===== src/rtl/div_ctrl_pkg.sv =====
// ---------------------------------------------------------------------------
// div_ctrl_pkg
// Shared definitions for the signed division sequencer: default operand
// width, FSM state encoding and the most-negative operand constant that
// marks the -8 / -1 overflow case.
// ---------------------------------------------------------------------------
package div_ctrl_pkg;

  localparam int DEF_WIDTH = 4;

  // Most negative two's-complement value at the default width.
  localparam logic [DEF_WIDTH-1:0] MOST_NEG = 4'b1000;

  typedef enum logic [2:0] {
    IDLE    = 3'd0,
    NEG_IN  = 3'd1,
    DIVIDE  = 3'd2,
    NEG_OUT = 3'd3,
    DONE    = 3'd4
  } div_state_t;

endpackage


===== src/rtl/division_shift_sub_step.sv =====
// ---------------------------------------------------------------------------
// division_shift_sub_step
// One combinational restoring-division iteration on unsigned magnitudes.
// Ports:
//   r_in  : partial remainder before the step
//   q_in  : remaining dividend bits / quotient bits collected so far
//   b_in  : divisor magnitude (may be 1000 = unsigned 8)
//   r_out : partial remainder after the step
//   q_out : {q_in shifted left, new quotient bit}
// ---------------------------------------------------------------------------
module division_shift_sub_step
  import div_ctrl_pkg::*;
#(
  parameter int WIDTH = DEF_WIDTH
) (
  input  logic [WIDTH-1:0] r_in,
  input  logic [WIDTH-1:0] q_in,
  input  logic [WIDTH-1:0] b_in,
  output logic [WIDTH-1:0] r_out,
  output logic [WIDTH-1:0] q_out
);

  // Shifted remainder needs one extra bit so the compare against an
  // 8-valued magnitude cannot wrap.
  logic [WIDTH:0] r_sh;

  always_comb begin
    r_sh = {r_in, q_in[WIDTH-1]};
    if (r_sh >= {1'b0, b_in}) begin
      // Difference is below b_in, so it always fits in WIDTH bits.
      r_out = r_sh[WIDTH-1:0] - b_in;
      q_out = {q_in[WIDTH-2:0], 1'b1};
    end else begin
      r_out = r_sh[WIDTH-1:0];
      q_out = {q_in[WIDTH-2:0], 1'b0};
    end
  end

endmodule


===== src/rtl/division_sequencer.sv =====
// ---------------------------------------------------------------------------
// division_sequencer
// Signed WIDTH-bit division controller. Operands are converted to
// magnitudes through the shared complement unit, divided by ITER restoring
// shift-subtract iterations, and the signs are restored through the same
// unit. Quotient truncates toward zero; the remainder takes the dividend's
// sign.
// Ports:
//   clk, rst                  : clock, asynchronous active-high reset
//   start                     : request, sampled only in IDLE
//   dividend, divisor         : signed operands
//   comp_sel                  : request to shared complement unit
//   comp_a, comp_b            : values to negate (stable while comp_sel=1)
//   comp_first, comp_second   : negations, valid while comp_finish=1
//   comp_finish               : complement unit acknowledge
//   busy                      : high in every state except IDLE
//   done                      : one-cycle completion pulse
//   quotient, remainder       : signed results, held until next start
//   div_by_zero, overflow     : status of the last operation
// ---------------------------------------------------------------------------
module division_sequencer
  import div_ctrl_pkg::*;
#(
  parameter int WIDTH = DEF_WIDTH,
  parameter int ITER  = WIDTH
) (
  input  logic                    clk,
  input  logic                    rst,
  input  logic                    start,
  input  logic signed [WIDTH-1:0] dividend,
  input  logic signed [WIDTH-1:0] divisor,
  output logic                    comp_sel,
  output logic [WIDTH-1:0]        comp_a,
  output logic [WIDTH-1:0]        comp_b,
  input  logic [WIDTH-1:0]        comp_first,
  input  logic [WIDTH-1:0]        comp_second,
  input  logic                    comp_finish,
  output logic                    busy,
  output logic                    done,
  output logic signed [WIDTH-1:0] quotient,
  output logic signed [WIDTH-1:0] remainder,
  output logic                    div_by_zero,
  output logic                    overflow
);

  localparam int CNT_W = (ITER > 1) ? $clog2(ITER) : 1;

  div_state_t       state;
  logic             sd;          // dividend sign
  logic             sv;          // divisor sign
  logic             comp_armed;  // first comp_sel cycle has passed
  logic [CNT_W-1:0] cnt;
  logic [WIDTH-1:0] r_work;
  logic [WIDTH-1:0] q_work;
  logic [WIDTH-1:0] b_mag;
  logic [WIDTH-1:0] r_next;
  logic [WIDTH-1:0] q_next;

  function automatic logic is_overflow(input logic [WIDTH-1:0] a,
                                       input logic [WIDTH-1:0] b);
    return (a == WIDTH'(MOST_NEG)) && (b == '1);
  endfunction

  division_shift_sub_step #(
    .WIDTH (WIDTH)
  ) u_step (
    .r_in  (r_work),
    .q_in  (q_work),
    .b_in  (b_mag),
    .r_out (r_next),
    .q_out (q_next)
  );

  // comp_a / comp_b double as the latched operands (NEG_IN) and the
  // latched unsigned results (NEG_OUT), so no separate copies are kept.
  always_ff @(posedge clk or posedge rst) begin
    if (rst) begin
      state       <= IDLE;
      sd          <= 1'b0;
      sv          <= 1'b0;
      comp_armed  <= 1'b0;
      cnt         <= '0;
      r_work      <= '0;
      q_work      <= '0;
      b_mag       <= '0;
      comp_sel    <= 1'b0;
      comp_a      <= '0;
      comp_b      <= '0;
      busy        <= 1'b0;
      done        <= 1'b0;
      quotient    <= '0;
      remainder   <= '0;
      div_by_zero <= 1'b0;
      overflow    <= 1'b0;
    end else begin
      case (state)
        // Accept a request and pick the first working state
        IDLE: begin
          if (start) begin
            sd          <= dividend[WIDTH-1];
            sv          <= divisor[WIDTH-1];
            div_by_zero <= 1'b0;
            overflow    <= is_overflow(dividend, divisor);
            busy        <= 1'b1;
            if (divisor == '0) begin
              quotient    <= '0;
              remainder   <= dividend;
              div_by_zero <= 1'b1;
              done        <= 1'b1;
              state       <= DONE;
            end else if (dividend[WIDTH-1] || divisor[WIDTH-1]) begin
              comp_sel   <= 1'b1;
              comp_a     <= dividend;
              comp_b     <= divisor;
              comp_armed <= 1'b0;
              state      <= NEG_IN;
            end else begin
              q_work <= dividend;
              r_work <= '0;
              b_mag  <= divisor;
              cnt    <= '0;
              state  <= DIVIDE;
            end
          end
        end

        // Operand magnitudes from the complement unit
        NEG_IN: begin
          if (!comp_armed) begin
            comp_armed <= 1'b1;
          end else if (comp_finish) begin
            q_work   <= sd ? comp_first : comp_a;
            b_mag    <= sv ? comp_second : comp_b;
            r_work   <= '0;
            cnt      <= '0;
            comp_sel <= 1'b0;
            state    <= DIVIDE;
          end
        end

        // Restoring shift-subtract, one bit per cycle
        DIVIDE: begin
          r_work <= r_next;
          q_work <= q_next;
          cnt    <= cnt + 1'b1;
          if (cnt == CNT_W'(ITER - 1)) begin
            if ((sd ^ sv) || sd) begin
              comp_sel   <= 1'b1;
              comp_a     <= q_next;
              comp_b     <= r_next;
              comp_armed <= 1'b0;
              state      <= NEG_OUT;
            end else begin
              quotient  <= q_next;
              remainder <= r_next;
              done      <= 1'b1;
              state     <= DONE;
            end
          end
        end

        // Sign restoration through the complement unit
        NEG_OUT: begin
          if (!comp_armed) begin
            comp_armed <= 1'b1;
          end else if (comp_finish) begin
            quotient  <= (sd ^ sv) ? comp_first : comp_a;
            remainder <= sd ? comp_second : comp_b;
            comp_sel  <= 1'b0;
            done      <= 1'b1;
            state     <= DONE;
          end
        end

        // Completion pulse, results stay on the outputs
        DONE: begin
          done  <= 1'b0;
          busy  <= 1'b0;
          state <= IDLE;
        end

        default: begin
          comp_sel <= 1'b0;
          done     <= 1'b0;
          busy     <= 1'b0;
          state    <= IDLE;
        end
      endcase
    end
  end

endmodule


===== config.mk =====
export PLATFORM = sky130hd
export DESIGN_NAME = division_sequencer
export DESIGN_NICKNAME = d
export VERILOG_FILES = /design/src/rtl/div_ctrl_pkg.sv /design/src/rtl/division_shift_sub_step.sv /design/src/rtl/division_sequencer.sv
export SDC_FILE = /design/constraint.sdc
export NUM_CORES = 1
export LEC_CHECK = 0
export CORE_ASPECT_RATIO = 1.4
export CORE_MARGIN = 3
export CORE_UTILIZATION = 38
export DETAILED_ROUTE_END_ITERATION = 10
export GPL_ROUTABILITY_DRIVEN = 1
export MAX_ROUTING_LAYER = met4
export PLACE_DENSITY = 0.6
export SYNTH_ARGS = -nofsm -noshare
export SYNTH_HDL_FRONTEND = slang
export SYNTH_SLANG_ARGS = --single-unit

===== constraint.sdc =====
create_clock -name clk -period 3 [get_ports clk]
set_input_delay 0.6 -clock clk [delete_from_list [all_inputs] [get_ports clk]]
set_output_delay 0.6 -clock clk [all_outputs]
set_load 0.01 [all_outputs]

==> flow_metrics.tcl <==
set metrics [dict create \
    syn_area_per_cell_um2 9.32 \
    p_sw_uw 1420 \
    path_max_fanout 14 \
    cap_violations 0 \
    async_reset_ff_frac 1.00 \
    final_max_slew_viol_count 0 \
    finClkSkew_ns 0.00317 \
    wl_mm 6.72 \
    drtIter0Drc 91 \
    crit_arrival_ns 2.63 \
    nets 333 \
    fin_crit_ns 2.40 \
    dieArea_mm2 0.00762 \
    p_clk_frac 0.108 \
    synthDistinctLibCells 57 \
    synth-main-ff-cell "dfrtp_1" \
    cts_tree "built" \
    die_h_um 102 \
    area.sequential_mm2 0.00103 \
    synth_top_cell_by_area "dfrtp_1" \
    max_freq_ghz 0.417 \
    synth_cells 269 \
    grt_overflow 0 \
    setup_viol 0 \
    diodes 0 \
    status "complete, no violations" \
    pwr_density_cell_mw_per_mm2 1080 \
    ios 41 \
    worst_pin_slew_ns 0.613 \
    power_uw 3260 \
    die_w_um 74.6 \
    endpoint_kind "flop" \
    htree_levels 2 \
    holdWs_ns 0.487 \
    cts_resized 0 \
    root_buffer "clkbuf_8" \
    synth_warnings 0 \
    io_buffers 40 \
    grt_pass1_vias 2163 \
    relSlewSlack 0.592 \
    syn-num-nets 296 \
    drc_errors 0 \
    core_area_mm2 0.00630 \
    start_util 0.398 \
    multiInputGateArea_mm2 0.00136 \
    cp-start-kind "input pin" \
    fillers 627 \
    vias_per_cell 5.60 \
    clockBufferDepth 2 \
    worstHoldPathType "flop to flop" \
    holdBufCountCts 0 \
    min_period_over_period 0.800 \
    postCtsSetupRepairBufs 0 \
    synth_top_cell_area_share 0.409 \
    synthTopCellsByArea "dfrtp_1, mux2i_1, nand2_1" \
    antenna_found_initial 0 \
    syn2layout_area_growth_pct 20.8 \
    grt_pass1_wl_mm 10.8 \
    routedWlPerCell_um 17.7 \
    std_cell_rows 34 \
    ir_worst_vdd_mv 0.444 \
    synth-edff-count 0 \
    firstDrtPassIters 4 \
    grt_max_degree 42 \
    gp_congestion 0.836 \
    synth-seq-cells 41 \
    grt_usage 0.193 \
    layout-drive-gt1-share 0.0814 \
    antenna_left 0 \
    synth.cell_area_mm2 0.00251 \
    dp_hpwl_mm 5.13 \
    switching_share 0.435 \
    num_vias 2123 \
    hold_violations 0 \
    p_leak_uw 0.00133 \
    fin_setup_tns_ns 0 \
    seqPwrFrac 0.324 \
    insertion_delay_ns 0.29 \
    p_int_uw 1840 \
    cts.reportedPaths.clkPinSlew_ns 0.08 \
    dpl_cell_area_mm2 0.00295 \
    required_ns 3.23 \
    crit_type "input pin to flop" \
    rsz0062_at_grt "false" \
    stdcell_area_mm2 0.00303 \
    pwr-share-comb 0.567 \
    clkSinkCount 41 \
    seq_area_frac_synth 0.409 \
    cts_made_buffers 5 \
]
-- cell families after synthesis --
logic type               after synthesis  synth area share
AO/OA/AOI/OAI                         80             0.217
XOR/XNOR                               1           0.00350
adder cells (fa/ha/maj)                7            0.0379
buffers and inverters                 25            0.0489
flip-flops                            41             0.409
multiplexers                          22            0.0924
AND/OR/NAND/NOR                       93             0.191
-- sequential cells by signal, summed over array words and instances (netlist names) --
name,count
cnt,2
comp_a,4
busy,1
sd,1
overflow,1
state,3
comp_armed,1
q_work,4
comp_b,4
quotient,4
sv,1
b_mag,4
div_by_zero,1
remainder,4
r_work,4
done,1
comp_sel,1
-- area by class of cell --
cell class | instances | area share
clock inverters | 2 | 0.00331
clock buffers | 6 | 0.0240
flip-flops and latches | 41 | 0.339
repair buffers | 44 | 0.142
well taps | 72 | 0.0298
multi-input cells | 203 | 0.448
inverters | 11 | 0.0136
-- through the flow --
step,utilization,cells,worst slack [ns]
after floorplan,-,269,1.12
after global placement,0.468,371,0.367
after detailed placement,0.468,371,0.294
after CTS,0.481,379,0.613
after global routing,0.481,379,0.502
final,0.481,379,0.600
-- worst paths after layout --
path	startpoint	end	slack, ns	cells past startpoint
setup reg to reg	q_work[3]	comp_b[2]	0.77	7
hold reg to reg	div_by_zero	div_by_zero	0.49	2
max in group asynchronous	rst	remainder[3]	1.89	3
setup / recovery	divisor[0]	q_work[3]	0.60	6
hold / removal	div_by_zero	div_by_zero	0.49	2
min in group asynchronous	rst	b_mag[1]	0.73	3
-- synthesized netlist by cell type (2+ instances only) --
cell type and count:
a211oi_1 7, a21boi_0 2, a21o_1 6, a21oi_1 14, a31oi_1 11, and2_1 2
buf_1 2, buf_2 5, buf_4 2, buf_6 2, clkbuf_1 3, dfrtp_1 41
ha_1 6, inv_1 10, mux2_1 3, mux2_2 6, mux2i_1 13, nand2_1 34
nand2b_1 6, nand3_1 3, nand3b_1 3, nor2_1 20, nor2b_1 6, nor3_1 4
o2111ai_1 2, o211ai_1 3, o21a_1 2, o21ai_0 15, o21ai_1 6, or2b_1 2
or3b_1 2
-- cells in the final DEF (no fill, tap or decap), types with 3 or more instances in the layout --
cell             synthesis  routed
mux2i_1                 13      13
nor2_1                  20      20
o21ai_1                  6       6
dfrtp_1                 41      41
clkbuf_8                 0       5
buf_4                    2       4
ha_1                     6       6
o211ai_1                 3       3
clkdlybuf4s50_1          0      40
a31oi_1                 11      11
nand2b_1                 6       6
nand2_1                 34      34
mux2_1                   3       3
nand3b_1                 3       3
a211oi_1                 7       7
nor2b_1                  6       6
a21oi_1                 14      14
nor3_1                   4       4
o21ai_0                 15      15
nand3_1                  3       3
inv_1                   10      10
mux2_2                   6       6
a21o_1                   6       6
-- routing by layer --
layer | vias to the layer above | part of all wire | GRT usage
met5 | - | 0 | -
met4 | 0 | 0.0066 | 0.0452
met3 | 4 | 0.023 | 0.0305
met2 | 33 | 0.54 | 0.336
met1 | 1038 | 0.43 | 0.232
li1 | 1048 | - | -
-- power by group through the flow --
stage	registers, uW	clock network, uW	logic, uW
finish	1060	353	1850
global route	1100	390	2060
CTS	1060	365	1870
detailed placement	1070	0	1850
global placement	1060	0	1850
floorplan	993	0	1350
-- critical path: stages --
cell and delay [ns]:
clkdlybuf4s50_1 0.57, nor3_1 0.09, or4b_1 0.53, a211o_1 0.46
a211oi_1 0.28, a21o_1 0.10
(Power assumes the default switching activity.)
